## src/rtl/status_seq.sv

```systemverilog
// Status pattern sequencer: walk / blink / hold runs with a per-phase dwell; all outputs registered.
// Optional abort input is compiled in when STATUS_SEQ_ABORT_EN is defined.
module status_seq #(
   parameter int NCH     = 4,
   parameter int DWELL_W = 16,
   parameter int REPS    = 3
) (
   input  logic               clk,
   input  logic               reset_n,
   input  logic               start,
   input  logic [1:0]         mode,
   input  logic [DWELL_W-1:0] dwell,
`ifdef STATUS_SEQ_ABORT_EN
   input  logic               abort,
`endif
   output logic [NCH-1:0]     status,
   output logic               busy,
   output logic               done
);

   localparam int IW = (NCH > 1) ? $clog2(NCH) : 1;
   localparam logic [IW-1:0] IDX_LAST = IW'(NCH - 1);
   localparam logic [7:0]    REP_LAST = 8'(REPS);

   localparam logic [1:0] M_WALK  = 2'd0;
   localparam logic [1:0] M_BLINK = 2'd1;
   localparam logic [1:0] M_HOLD  = 2'd2;
   localparam logic [1:0] M_OFF   = 2'd3;

   typedef enum logic [1:0] {S_IDLE, S_SET, S_CLR, S_DONE} state_t;

   state_t               state, state_n;
   logic [1:0]           mode_q, mode_n;
   logic [DWELL_W-1:0]   dwell_q, dwell_n;
   logic [DWELL_W-1:0]   cnt, cnt_n;
   logic [IW-1:0]        idx, idx_n;
   logic [7:0]           rep, rep_n;
   logic [7:0]           rep_inc;
   logic [NCH-1:0]       status_n;
   logic                 busy_n;
   logic                 done_n;
   logic                 abort_req;

   // Counter holds (phase length - 1); a zero dwell behaves as a one-clock phase.
   function automatic logic [DWELL_W-1:0] reload(input logic [DWELL_W-1:0] d);
      return (d == '0) ? '0 : d - DWELL_W'(1);
   endfunction

`ifdef STATUS_SEQ_ABORT_EN
   assign abort_req = abort && (state != S_IDLE);
`else
   assign abort_req = 1'b0;
`endif

   assign rep_inc = rep + 8'd1;

   always_ff @(posedge clk or negedge reset_n) begin
      if (!reset_n) begin
         state   <= S_IDLE;
         mode_q  <= M_WALK;
         dwell_q <= '0;
         cnt     <= '0;
         idx     <= '0;
         rep     <= '0;
         status  <= '0;
         busy    <= 1'b0;
         done    <= 1'b0;
      end else begin
         state   <= state_n;
         mode_q  <= mode_n;
         dwell_q <= dwell_n;
         cnt     <= cnt_n;
         idx     <= idx_n;
         rep     <= rep_n;
         status  <= status_n;
         busy    <= busy_n;
         done    <= done_n;
      end
   end

   always_comb begin
      state_n = state;
      mode_n  = mode_q;
      dwell_n = dwell_q;
      cnt_n   = cnt;
      idx_n   = idx;
      rep_n   = rep;
      if (abort_req) begin
         state_n = S_IDLE;
         cnt_n   = '0;
         idx_n   = '0;
         rep_n   = '0;
      end else begin
         case (state)
            S_IDLE: begin
               if (start && mode != M_OFF) begin
                  state_n = S_SET;
                  mode_n  = mode;
                  dwell_n = dwell;
                  cnt_n   = reload(dwell);
                  idx_n   = '0;
                  rep_n   = '0;
               end
            end
            S_SET: begin
               if (cnt != '0) begin
                  cnt_n = cnt - DWELL_W'(1);
               end else if (mode_q == M_HOLD) begin
                  state_n = S_DONE;
               end else begin
                  state_n = S_CLR;
                  cnt_n   = reload(dwell_q);
               end
            end
            S_CLR: begin
               if (cnt != '0) begin
                  cnt_n = cnt - DWELL_W'(1);
               end else begin
                  state_n = S_SET;
                  cnt_n   = reload(dwell_q);
                  if (mode_q == M_WALK && idx != IDX_LAST) begin
                     idx_n = idx + IW'(1);
                  end else begin
                     idx_n = '0;
                     rep_n = rep_inc;
                     if (rep_inc == REP_LAST) begin
                        state_n = S_DONE;
                        cnt_n   = '0;
                     end
                  end
               end
            end
            default: begin
               state_n = S_IDLE;
               cnt_n   = '0;
               idx_n   = '0;
               rep_n   = '0;
            end
         endcase
      end
   end

   // Outputs are decoded from the next state so the registers line up with the state they describe.
   always_comb begin
      status_n = '0;
      busy_n   = (state_n == S_SET) || (state_n == S_CLR);
      done_n   = (state_n == S_DONE);
      if (state_n == S_SET) begin
         if (mode_n == M_WALK) status_n = {{(NCH-1){1'b0}}, 1'b1} << idx_n;
         else                  status_n = '1;
      end
   end

endmodule

```

## config.mk

```make
export PLATFORM = sky130hd
export DESIGN_NAME = status_seq
export DESIGN_NICKNAME = d
export VERILOG_FILES = /design/src/rtl/status_seq.sv
export SDC_FILE = /design/constraint.sdc
export NUM_CORES = 1
export LEC_CHECK = 0
export CAP_MARGIN = 20
export CORE_MARGIN = 5
export CORE_UTILIZATION = 52
export DETAILED_ROUTE_END_ITERATION = 8
export HOLD_SLACK_MARGIN = 0.08
export PLACE_DENSITY = 0.72
export SYNTH_ARGS = -nofsm -noshare
export SYNTH_HDL_FRONTEND = slang
export SYNTH_SLANG_ARGS = --single-unit
```

## constraint.sdc

```tcl
create_clock -name clk -period 3.96 [get_ports clk]
set_clock_uncertainty 0.05 [all_clocks]
set_input_delay 0.792 -clock clk [delete_from_list [all_inputs] [get_ports clk]]
set_output_delay 0.792 -clock clk [all_outputs]
set_load 0.01 [all_outputs]
```

==> results.yml <==
routing:
  vias: 2891
  drt_first_pass_iters: 5
  final_antenna_net_count: 0
  drt_wl_total_um: 7994
  via_per_inst: 6.204
  route.detailed.wl_per_inst_um: 17.15
  drtIter0Drc: 235
  drcViolationCount: 0
timing:
  setup_viol: 0
  rsz0062_at_grt: "false"
  maxSlewViolCount: 0
  worst_pin_slew_ps: 963.5
  relSlewSlack_pct: 35.77
  fin_crit_ps: 2959
  layout_setup_ws_ps: 1001
  max_freq_mhz: 338.0
  tns_ps: 0
  post-route-period-util_pct: 74.72
  finalHoldViolCount: 0
place:
  gp_congestion: 0.8064
  portBuffers: 26
  hpwlAfterDp_um: 5852
  pre_cts_ws_ps: 704.3
  place_area_um2: 3729
synth:
  netlist_instances: 363
  synth_cell_types: 60
  synth_mux_area_share_pct: 4.960
  async_flop_share_pct: 100.0
  syn_avg_cell_area_um2: 9.382
  synth-edff-count: 0
  synth_top_family_by_area: "simple AND/OR/NAND/NOR gates"
  ys_warn_count: 0
  synth_fa_ha_area_share_pct: 3.674
  synth_compound_area_share_pct: 19.03
  netlist_area_um2: 3406
  yosys_register_bits: 52
  yosys.area_share.simple_pct: 22.34
  synthXorXnorAreaFrac_pct: 8.744
  synth-seq-area-share_pct: 38.21
  ys.flop_type: "dfrtp_1"
  syn_nets: 394
global_routing:
  grt_max_degree: 42
  grt_pass1_vias: 2703
  track_usage_pct: 19.02
  grt_antenna_before_repair: 0
  grt_pass1_wl_um: 13080
  gr-total-overflow: 0
floorplanning:
  start_util_pct: 53.64
  io_pins: 27
  die_y_um: 90.93
  row_count: 29
  core_area_um2: 6350
  fp.dieW_um: 90.93
  die-area_um2: 8268
outcome:
  status: "completed"
worst_setup_path:
  reg2reg_to: "cnt[7]$_DFFE_PN0P_"
  critical_path.startpoint: "cnt[0]$_DFFE_PN0P_"
  arrival_ps: 3080
  critical_path_required_ps: 4080
  crit_fanout: 21
  worst_setup_path_start_kind: "flip-flop"
  critical_path_class: "reg2reg"
  rr_worst_depth: 9
  r2r_slack_ps: 1000
  r2r-start: "cnt[0]$_DFFE_PN0P_"
  crit_end: "cnt[7]$_DFFE_PN0P_"
  end_kind: "flip-flop"
final_layout:
  final_area_um2: 3814
  syn2layout_area_growth_pct: 11.98
  num-nets-final: 419
  drive_gt1_share_pct: 10.28
  diodes: 0
clock_network:
  clk_latency_ps: 310
  cts_hold_buf: 0
  post-cts-setup-buffer-count: 0
  cts_buffer_depth: 2
  cts_tree: "done"
  htree_levels: 2
  clk_pin_slew_ps: 100
  clock_sinks: 52
  cts-resized-gates: 0
  clockRootBuffer: "clkbuf_8"
  cts_buffers: 5
pwr:
  power.density_nw_per_um2: 235.2
  vdd_drop_max_mv: 0.1336
  power_uw: 897.0
  total_leakage_power_nw: 1.604
job:
  max_cap_viol_count: 0
worst_hold_path:
  hp-class: "reg2reg"
## how the worst min path moves through the flow
stage / startpoint / to / slack, ps / depth (start not counted)
after floorplan: cnt[14]$_DFFE_PN0P_ / cnt[14]$_DFFE_PN0P_ / 430 / 2
after global placement: cnt[0]$_DFFE_PN0P_ / cnt[0]$_DFFE_PN0P_ / 470 / 2
after detailed placement: cnt[14]$_DFFE_PN0P_ / cnt[14]$_DFFE_PN0P_ / 470 / 2
after CTS: cnt[14]$_DFFE_PN0P_ / cnt[14]$_DFFE_PN0P_ / 500 / 2
after global routing: cnt[14]$_DFFE_PN0P_ / cnt[14]$_DFFE_PN0P_ / 520 / 2
final: cnt[14]$_DFFE_PN0P_ / cnt[14]$_DFFE_PN0P_ / 500 / 2
## cells in the final DEF, fill, tap and decap left out, types with 5 or more instances in the layout
master           instances
dfrtp_1                 52
nand2_1                 46
clkdlybuf4s50_1         25
nor2_1                  24
xnor2_1                 20
nor3_1                  16
o221ai_1                15
mux2_2                  15
xor2_1                  14
inv_1                   12
o21ai_0                 12
a22oi_1                 11
ha_1                    10
a21oi_1                  8
nand3_1                  7
nand4_1                  6
nor4_1                   6
nor2b_1                  5
o31ai_1                  5
a21o_1                   5
clkbuf_8                 5
## cells by family after synthesis
family	after synthesis
buffers and inverters	23
AND/OR/NAND/NOR	144
flip-flops	52
XOR/XNOR	34
AO/OA/AOI/OAI	85
adder cells (fa/ha/maj)	10
multiplexers	15
## synth_stat cells (2+ instances only)
master     n  share of area, %
nand2b_1   3              0.55
o211ai_1   3              0.66
xor2_1    14               3.6
nor2_1    24               2.6
buf_2      2              0.29
a22oi_1   11               2.4
and3_1     3              0.55
a21oi_1    8               1.2
nor3_1    16               2.4
o31ai_1    5               1.1
or3_1      4              0.73
or4_4      2              0.66
o22ai_1    2              0.37
o41ai_1    3              0.77
o31a_1     3              0.77
nor2b_1    5              0.92
o21a_1     3              0.66
or4_1      2              0.44
clkbuf_1   7              0.77
and2_1     3              0.55
mux2_2    15               5.0
nor4_1     6               1.1
nor3b_1    3              0.66
nor3_2     3              0.88
o221ai_1  15               3.9
inv_1     12               1.3
nand4_1    6               1.1
xnor2_1   20               5.1
nand3_1    7               1.0
nand2_1   46               5.1
buf_6      2              0.66
ha_1      10               3.7
nor4b_1    2              0.51
o21ai_0   12               1.8
a21o_1     5               1.1
dfrtp_1   52                38
## sequential cells by signal (all words and copies together), names as in the netlist
register  cells
mode_q        2
cnt          16
dwell_q      16
done          1
busy          1
idx           2
rep           8
status        4
state         2
## per-layer routing
| layer | global-route usage (%) | vias up | wire (um) | part of all wire [%] |
|---|---|---|---|---|
| met2 | 29.21 | 97 | 3644 | 46 |
| met3 | 3.967 | 12 | 522 | 6.5 |
| li1 | - | 1404 | - | - |
| met1 | 27.50 | 1378 | 3741 | 47 |
| met4 | 4.768 | 0 | 87 | 1.1 |
| met5 | 0 | - | 0 | 0 |
## critical path, stage by stage, from the launching register on
cell,delay (ps)
dfrtp_1,410
inv_1,110
ha_1,150
nor4b_1,420
and2_1,230
nand2_1,460
o32ai_2,240
buf_4,270
o21bai_4,270
o221ai_1,200
## power breakdown
part	total [mW]	leakage, nW	internal (mW)	switching, mW
sequential	0.531	0.688	0.531	0
clock	0.309	0.0424	0.127	0.182
combinational	0.0576	0.874	0.0259	0.0317
total	0.897	1.60	0.683	0.214
## metrics by stage
step	hold WS (ps)	std cells	utilization (%)
final	499.2	466	60.06
after global routing	521.8	466	60.06
after CTS	499.4	466	60.06
after detailed placement	474.3	458	58.72
after global placement	470.1	458	58.72
after floorplan	428.5	363	-
## area by class of cell
cell class / count / area (um^2)
Multi-Input combinational cell: 288 / 2008
Inverter: 12 / 45.04
Timing Repair Buffer: 29 / 277.8
Clock inverter: 1 / 8.758
Fill cell: 537 / 2536
Sequential cell: 52 / 1301
Clock buffer: 7 / 76.32
Tap cell: 77 / 96.34
(Power assumes the default switching activity.)
